[config.mk]
export PLATFORM = sky130hd
export DESIGN_NAME = pic_init_sequencer
export DESIGN_NICKNAME = d
export VERILOG_FILES = /design/src/rtl/pic_pkg.sv /design/src/rtl/pic_init_sequencer.sv
export SDC_FILE = /design/constraint.sdc
export NUM_CORES = 1
export LEC_CHECK = 0
export BUFFER_PORTS_ARGS = -buffer_cell sky130_fd_sc_hd__buf_2
export CORE_MARGIN = 2
export CORE_UTILIZATION = 52
export DETAILED_ROUTE_END_ITERATION = 10
export PLACE_DENSITY = 0.83
export SLEW_MARGIN = 20
export SYNTH_ARGS = -nofsm -noshare
export SYNTH_HDL_FRONTEND = slang
export SYNTH_SLANG_ARGS = --single-unit
[constraint.sdc]
create_clock -name clk -period 4 [get_ports clk]
set_input_delay 1.2 -clock clk [delete_from_list [all_inputs] [get_ports clk]]
set_output_delay 1.2 -clock clk [all_outputs]
set_load 0.05 [all_outputs]
[src/rtl/pic_pkg.sv]
// Shared definitions for the PIC initialization sequencer: FSM states,
// write-command decode and register bit positions.
package pic_pkg;

   typedef enum logic [2:0] {
      ST_IDLE      = 3'd0,
      ST_WAIT_ICW2 = 3'd1,
      ST_WAIT_ICW3 = 3'd2,
      ST_WAIT_ICW4 = 3'd3,
      ST_READY     = 3'd4
   } state_t;

   typedef enum logic [1:0] {
      CMD_ICW1 = 2'd0,
      CMD_OCW2 = 2'd1,
      CMD_OCW3 = 2'd2,
      CMD_DATA = 2'd3
   } cmd_t;

   // ICW1 byte fields and their packed positions in icw1_cfg {ltim, sngl, ic4}
   localparam int ICW1_IC4  = 0;
   localparam int ICW1_SNGL = 1;
   localparam int ICW1_LTIM = 3;
   localparam int CFG_IC4   = 0;
   localparam int CFG_SNGL  = 1;
   localparam int CFG_LTIM  = 2;

   // icw4_cfg = {sfnm, buf, ms, aeoi, upm}
   localparam int ICW4_UPM  = 0;
   localparam int ICW4_AEOI = 1;
   localparam int ICW4_MS   = 2;
   localparam int ICW4_BUF  = 3;
   localparam int ICW4_SFNM = 4;

   localparam int OCW3_RIS  = 0;
   localparam int OCW3_RR   = 1;
   localparam int OCW3_POLL = 2;
   localparam int OCW3_SMM  = 5;
   localparam int OCW3_ESMM = 6;

   // sel is bus[4:3]; A1=1 writes are resolved by the FSM state.
   function automatic cmd_t decode_cmd(input logic a1, input logic [1:0] sel);
      if (a1)
         return CMD_DATA;
      else if (sel[1])
         return CMD_ICW1;
      else if (sel[0])
         return CMD_OCW3;
      else
         return CMD_OCW2;
   endfunction

endpackage

[src/rtl/pic_init_sequencer.sv]
// 8259-style ICW/OCW write sequencer. Define PIC_CASCADE_EN to enable ICW3
// (cascade) handling; otherwise the device is always treated as single.
module pic_init_sequencer
   import pic_pkg::*;
(
   input  logic       clk,
   input  logic       reset,
   input  logic       CS,
   input  logic       wr_enable,
   input  logic       A1,
   input  logic [7:0] internal_bus,
   output logic       write_ICW_1,
   output logic       write_ICW2,
   output logic       write_ICW3,
   output logic       write_ICW4,
   output logic       write_OCW1,
   output logic       write_OCW2,
   output logic       write_OCW3,
   output logic       init_done,
   output logic [2:0] icw1_cfg,
   output logic [4:0] vector_base,
   output logic [7:0] cascade_cfg,
   output logic [4:0] icw4_cfg,
   output logic [7:0] imr,
   output logic [2:0] ocw2_cmd,
   output logic [2:0] ocw2_level,
   output logic       read_isr_sel,
   output logic       smm,
   output logic       poll
);

   state_t state, state_nxt;
   cmd_t   cmd;
   logic   wr_prev;
   logic   wr_stb;
   logic   sngl_in;
   logic   acc_icw1, acc_data, acc_ocw2, acc_ocw3;

   // A held-low strobe is one write: only the falling sample counts.
   assign wr_stb   = ~CS & wr_prev & ~wr_enable;
   assign cmd      = decode_cmd(A1, internal_bus[4:3]);
   assign acc_icw1 = wr_stb && (cmd == CMD_ICW1);
   assign acc_data = wr_stb && (cmd == CMD_DATA);
   assign acc_ocw2 = wr_stb && (cmd == CMD_OCW2) && (state == ST_READY);
   assign acc_ocw3 = wr_stb && (cmd == CMD_OCW3) && (state == ST_READY);

`ifdef PIC_CASCADE_EN
   assign sngl_in = internal_bus[ICW1_SNGL];
`else
   assign sngl_in = 1'b1;
`endif

   assign init_done = (state == ST_READY);

   always_ff @(posedge clk or posedge reset) begin
      if (reset) begin
         state   <= ST_IDLE;
         wr_prev <= 1'b1;
      end else begin
         state   <= state_nxt;
         wr_prev <= wr_enable;
      end
   end

   always_comb begin
      state_nxt = state;
      if (acc_icw1) begin
         state_nxt = ST_WAIT_ICW2;
      end else if (acc_data) begin
         case (state)
            ST_WAIT_ICW2: begin
               if (!icw1_cfg[CFG_SNGL])
                  state_nxt = ST_WAIT_ICW3;
               else if (icw1_cfg[CFG_IC4])
                  state_nxt = ST_WAIT_ICW4;
               else
                  state_nxt = ST_READY;
            end
            ST_WAIT_ICW3: state_nxt = icw1_cfg[CFG_IC4] ? ST_WAIT_ICW4 : ST_READY;
            ST_WAIT_ICW4: state_nxt = ST_READY;
            default:      state_nxt = state;
         endcase
      end
   end

   always_ff @(posedge clk or posedge reset) begin
      if (reset) begin
         write_ICW_1  <= 1'b0;
         write_ICW2   <= 1'b0;
         write_ICW4   <= 1'b0;
         write_OCW1   <= 1'b0;
         write_OCW2   <= 1'b0;
         write_OCW3   <= 1'b0;
         poll         <= 1'b0;
         icw1_cfg     <= 3'd0;
         vector_base  <= 5'd0;
         icw4_cfg     <= 5'd0;
         imr          <= 8'hFF;
         ocw2_cmd     <= 3'd0;
         ocw2_level   <= 3'd0;
         read_isr_sel <= 1'b0;
         smm          <= 1'b0;
      end else begin
         write_ICW_1 <= acc_icw1;
         write_ICW2  <= acc_data && (state == ST_WAIT_ICW2);
         write_ICW4  <= acc_data && (state == ST_WAIT_ICW4);
         write_OCW1  <= acc_data && (state == ST_READY);
         write_OCW2  <= acc_ocw2;
         write_OCW3  <= acc_ocw3;
         poll        <= acc_ocw3 && internal_bus[OCW3_POLL];

         if (acc_icw1) begin
            icw1_cfg     <= {internal_bus[ICW1_LTIM], sngl_in, internal_bus[ICW1_IC4]};
            imr          <= 8'h00;
            icw4_cfg     <= 5'd0;
            smm          <= 1'b0;
            read_isr_sel <= 1'b0;
         end
         if (acc_data && (state == ST_WAIT_ICW2))
            vector_base <= internal_bus[7:3];
         if (acc_data && (state == ST_WAIT_ICW4))
            icw4_cfg <= internal_bus[4:0];
         if (acc_data && (state == ST_READY))
            imr <= internal_bus;
         if (acc_ocw2) begin
            ocw2_cmd   <= internal_bus[7:5];
            ocw2_level <= internal_bus[2:0];
         end
         if (acc_ocw3) begin
            if (internal_bus[OCW3_RR])
               read_isr_sel <= internal_bus[OCW3_RIS];
            if (internal_bus[OCW3_ESMM])
               smm <= internal_bus[OCW3_SMM];
         end
      end
   end

`ifdef PIC_CASCADE_EN
   always_ff @(posedge clk or posedge reset) begin
      if (reset) begin
         write_ICW3  <= 1'b0;
         cascade_cfg <= 8'd0;
      end else begin
         write_ICW3 <= acc_data && (state == ST_WAIT_ICW3);
         if (acc_data && (state == ST_WAIT_ICW3))
            cascade_cfg <= internal_bus;
      end
   end
`else
   assign write_ICW3  = 1'b0;
   assign cascade_cfg = 8'd0;
`endif

endmodule
==> results of run 1 <==
power breakdown:
group / total (mW) / internal [mW] / switching [mW]
logic: 0.428 / 0.114 / 0.313
clock network: 0.267 / 0.134 / 0.133
registers: 0.554 / 0.483 / 0.0711
total: 1.25 / 0.731 / 0.517
placed cells by master (no fill, tap or decap), drive strengths merged, types with 2 or more instances in the layout:
master,synthesis,layout
and2,2,2
conb,1,9
o21ai,2,2
inv,3,4
nor3,4,4
a22o,13,13
nand2b,2,2
nor2,5,5
mux2,11,11
and3,3,3
nor2b,2,2
buf,12,50
nand3,2,2
clkbuf,0,5
nor4b,3,3
dfrtp,31,31
nand2,10,10
a31o,2,2
dfstp,9,9
worst max-delay path, delay by kind of cell, from the launching register on:
kind / cells / cell delay (ns)
flops: 1 / 0.52
simple gates: 2 / 0.34
buf+inv: 1 / 0.25
flip-flops by register name, summed over array words and instances, names as in the netlist:
name,cells
imr,8
write_OCW3,1
poll,1
write_ICW_1,1
write_ICW2,1
vector_base,5
state,3
ocw2_level,3
read_isr_sel,1
write_OCW1,1
icw1_cfg,3
wr_prev,1
smm,1
ocw2_cmd,3
icw4_cfg,5
write_OCW2,1
write_ICW4,1
metal layers:
metal  track usage  share of wire
met2         0.321           0.52
met4        0.0857         0.0045
met1         0.258           0.43
met5             0              0
met3        0.0476          0.049
per-stage QoR:
| step | power [mW] | util | std cells |
|---|---|---|---|
| after floorplan | 0.899 | - | 132 |
| after global placement | 0.976 | 0.627 | 214 |
| after detailed placement | 0.990 | 0.627 | 214 |
| after CTS | 1.26 | 0.655 | 222 |
| after global routing | 1.31 | 0.655 | 222 |
| final | 1.25 | 0.655 | 222 |
cells by family after synthesis:
family | share of synthesized area
compound gates | 0.104
buf+inv | 0.0594
flops | 0.616
mux | 0.0754
other cells | 0.00228
simple gates | 0.142
worst max path at each step:
| stage | startpoint | to | slack, ns | cells after the start |
|---|---|---|---|---|
| final | state[1] | init_done | 1.35 | 3 |
| after global routing | state[1] | init_done | 1.26 | 3 |
| after CTS | state[0] | init_done | 1.34 | 3 |
| after detailed placement | CS | imr[1] | 1.22 | 5 |
| after global placement | CS | imr[6] | 1.28 | 5 |
| after floorplan | wr_enable | ocw2_cmd[0] | 1.63 | 4 |
area by class of cell:
class	instances	area, µm²
fillers	235	1050
flip-flops and latches	40	1010
multi-input cells	76	563
repair buffers	50	253
well taps	44	55.1
clock inverters	3	46.3
clock buffers	5	37.5
inverters	4	15.0
==> impl_metrics.env, run 1 <==
export IMPL_outcome="finished, final reports clean"
export IMPL_grt_pass1_wl_um=5090
export IMPL_synth_async_reset_ratio=1.00
export IMPL_syn_inst=124
export IMPL_whs_endpoint="icw1_cfg[2]"
export IMPL_grt_pass1_vias=1067
export IMPL_timing_final_crit_period_ns=2.65
export IMPL_yosysTopAreaCell="dfrtp_1"
export IMPL_wl_per_cell_um=15.0
export IMPL_ys_top_cells_by_count="31 x dfrtp_1, 13 x a22o_1, 11 x mux2_2"
export IMPL_slew_violations=0
export IMPL_synth_top_area_frac=0.472
export IMPL_clockBufferDepth=2
export IMPL_worst_path_max_fanout=9
export IMPL_max_slew_margin=0.563
export IMPL_worstPathRequired_ns=2.80
export IMPL_wl_um=3340
export IMPL_grt_usage=0.200
export IMPL_path_class="flop to primary output"
export IMPL_cp_end_kind="primary output"
export IMPL_fin_crit_sh=0.661
export IMPL_initial_utilization=0.543
export IMPL_numCtsBuffers=5
export IMPL_cts_sinks=40
export IMPL_cp_slowest_stage_delay_ns=0.52
export IMPL_vias=1148
export IMPL_cp_start_kind="flop"
export IMPL_hpwl_um=2530
export IMPL_cts_tree="built"
export IMPL_drv_cap=0
export IMPL_powerDensity_nw_per_um2=630
export IMPL_synth_seq_cells=40
export IMPL_pre_cts_ws_ns=1.22
export IMPL_finClkSkew_ns=0.0106
export IMPL_ir_drop_mv=0.315
export IMPL_clock_latency_ns=0.34
export IMPL_worst_slew_pin_slew_ns=0.653
export IMPL_area_growth_pct=20.6
export IMPL_drive_gt1_frac=0.478
export IMPL_hold_violations=0
export IMPL_htree_levels=2
export IMPL_nets=190
export IMPL_clock_root_buffer="clkbuf_4"
export IMPL_antenna_cells=0
export IMPL_r2r_end="imr[2]"
export IMPL_reg2reg_from="wr_prev"
export IMPL_cts_setup_buffers=0
export IMPL_grt_max_degree=25
export IMPL_die_area_um2=3620
export IMPL_hp_start="icw1_cfg[2]"
export IMPL_top_level_ports=59
export IMPL_die_w_um=60.2
export IMPL_holdWs_ns=0.500
export IMPL_antenna_found_initial=0
export IMPL_vias_per_cell=5.17
export IMPL_ant_nets=0
export IMPL_fin_area_um2=1980
export IMPL_regToRegSetupSlack_ns=2.09
export IMPL_place_gp_congestion=0.875
export IMPL_fmax_mhz=378
export IMPL_critPathArrivalTime_ns=1.45
export IMPL_portBuffers=49
export IMPL_yosys_warnings=0
export IMPL_place_area_um2=1900
export IMPL_remaining_drc_errors=0
export IMPL_drtPass1Iterations=4
export IMPL_crit_chain="nor2_1 > and2_1 > buf_2"
export IMPL_cts_resized=0
export IMPL_avgSynthCellArea_um2=13.2
export IMPL_synth_area_leaders="dfrtp_1 47%, dfstp_2 14%, mux2_2 7.5%"
export IMPL_clkTransAtPathRegs_ns=0.11
export IMPL_worst_slack_ns=1.35
export IMPL_synth_edf_count=0
export IMPL_drt_iter0_drc=31
export IMPL_rr_worst_depth=4
export IMPL_yosysMostFrequentCell="dfrtp_1"
export IMPL_overflow=0
export IMPL_hp_class="flop to flop"
export IMPL_rsz0062_at_grt="no"
export IMPL_core_area_um2=3030
export IMPL_row_count=20
export IMPL_setup_viol=0
export IMPL_yosysSeqAreaShare=0.616
export IMPL_die_height_um=60.2
export IMPL_p_leak_nw=1.05
export IMPL_ys_flop_type="dfrtp_1"
export IMPL_ys_types=30
export IMPL_netlist_area_um2=1640
export IMPL_crit_slowest_cell="dfrtp_1"
export IMPL_final_setup_tns_ns=0
export IMPL_worstHoldPathCells=2
export IMPL_cts_hold_buf=0
(Power assumes the default switching activity.)
==> run 2, diff against run 1 <==
--- a/config.mk
+++ b/config.mk
@@ -7,9 +7,9 @@
 export LEC_CHECK = 0
 export BUFFER_PORTS_ARGS = -buffer_cell sky130_fd_sc_hd__buf_2
 export CORE_MARGIN = 2
-export CORE_UTILIZATION = 52
+export CORE_UTILIZATION = 44
 export DETAILED_ROUTE_END_ITERATION = 10
-export PLACE_DENSITY = 0.83
+export PLACE_DENSITY = 0.75
 export SLEW_MARGIN = 20
 export SYNTH_ARGS = -nofsm -noshare
 export SYNTH_HDL_FRONTEND = slang
==> constraint.sdc (replaced) <==
create_clock -name clk -period 2.2 [get_ports clk]
set_input_delay 0.66 -clock clk [delete_from_list [all_inputs] [get_ports clk]]
set_output_delay 0.66 -clock clk [all_outputs]
set_load 0.05 [all_outputs]
==> impl_metrics.env, run 2 (synthesized netlist as in run 1, its figures left out) <==
export IMPL_antenna_cells=0
export IMPL_cts_resized=0
export IMPL_outcome="finished, final reports clean"
export IMPL_overflow=0
export IMPL_drive_gt1_frac=0.489
export IMPL_p_leak_nw=1.08
export IMPL_final_core_util=0.563
export IMPL_grt_usage=0.177
export IMPL_vias=1177
export IMPL_slew_violations=0
export IMPL_antenna_found_initial=0
export IMPL_fin_crit_sh=0.941
export IMPL_worst_path_max_fanout=10
export IMPL_hp_class="input pin to asynchronous set/reset pin"
export IMPL_timing_final_crit_period_ns=2.07
export IMPL_ir_drop_mv=0.531
export IMPL_htree_levels=2
export IMPL_grt_pass1_wl_um=5600
export IMPL_powerDensity_nw_per_um2=1160
export IMPL_initial_utilization=0.452
export IMPL_fmax_mhz=483
export IMPL_regMostFlops="imr"
export IMPL_rsz0062_at_grt="no"
export IMPL_clkTransAtPathRegs_ns=0.08
export IMPL_row_count=22
export IMPL_clockBufferDepth=2
export IMPL_top_regs="imr: 8 flops, icw4_cfg: 5 flops, vector_base: 5 flops"
export IMPL_clock_latency_ns=0.30
export IMPL_fin_area_um2=2040
export IMPL_numCtsBuffers=5
export IMPL_drv_cap=0
export IMPL_final_common_cell="buf_2"
export IMPL_wl_um=3450
export IMPL_critPathArrivalTime_ns=1.41
export IMPL_hpwl_um=2520
export IMPL_dp_cells=222
export IMPL_clock_root_buffer="clkbuf_8"
export IMPL_cp_start_kind="flop"
export IMPL_path_class="flop to primary output"
export IMPL_cts_hold_buf=0
export IMPL_area_growth_pct=24.4
export IMPL_cts_tree="built"
export IMPL_finClkSkew_ns=0.00717
export IMPL_grt_pass1_vias=1151
export IMPL_portBuffers=49
export IMPL_die_area_um2=4240
export IMPL_setup_viol=0
export IMPL_ant_nets=0
export IMPL_nets=194
export IMPL_stdcell_count=230
export IMPL_hold_violations=0
export IMPL_remaining_drc_errors=0
export IMPL_layout_common_cells="49 x buf_2, 31 x dfrtp_1, 13 x a22o_1"
export IMPL_top_level_ports=59
export IMPL_final_setup_tns_ns=0
export IMPL_vias_per_cell=5.12
export IMPL_place_area_um2=1930
export IMPL_cts_sinks=40
export IMPL_drt_iter0_drc=35
export IMPL_worstPathRequired_ns=1.54
export IMPL_total_power_mw=2.38
export IMPL_grt_max_degree=41
export IMPL_drtPass1Iterations=4
export IMPL_cts_setup_buffers=0
export IMPL_wl_per_cell_um=15.0
export IMPL_core_area_um2=3630
export IMPL_die_height_um=65.1
export IMPL_place_gp_congestion=0.769
export IMPL_cp_end_kind="primary output"
export IMPL_largest_reg_flops=8
export IMPL_die_w_um=65.1
-- run 2: routing by layer --
metal,share of wire,global-route usage
met5,0,0
met4,0.017,0.0781
met3,0.078,0.0531
met2,0.48,0.290
met1,0.42,0.218
-- run 2: worst max-delay path, cell delays in order (launching register included) --
cell,delay (ns)
dfrtp_1,0.51
nor2_1,0.18
and2_1,0.16
buf_2,0.26
-- run 2: through the flow --
step / hold WS (ns) / setup WS, ns
6_report: 0.458 / 0.130
4_1_cts: 0.474 / 0.134
2_1_floorplan: 0.583 / 0.368
3_3_place_gp: 0.462 / 0.174
3_5_place_dp: 0.477 / 0.105
5_1_grt: 0.475 / 0.0571
-- run 2: final cells by class --
class                      instances  area [µm²]
tap                               48        60.1
inverter                           4        15.0
fill                             322        1590
multi-input combinational         76         563
sequential                        40        1010
clock buffer                       5        68.8
timing repair buffer              54         283
clock inverter                     3        42.5
-- run 2: where the power goes --
part / internal [mW] / switching (mW) / total (mW)
clock: 0.335 / 0.262 / 0.597
sequential: 0.878 / 0.124 / 1.00
combinational: 0.210 / 0.570 / 0.780
-- run 2: path summary, 6_finish.rpt --
path,startpoint,to,slack [ns],depth (start not counted)
worst max-delay path,state[0],init_done,0.13,3
worst min register to register,icw1_cfg[2],icw1_cfg[2],0.50,2
worst min-delay path,reset,icw1_cfg[2],0.46,3
max in group asynchronous,reset,imr[0],1.38,3
min in group clk,wr_enable,wr_prev,0.49,1
worst max register to register,state[1],ocw2_cmd[2],0.45,4
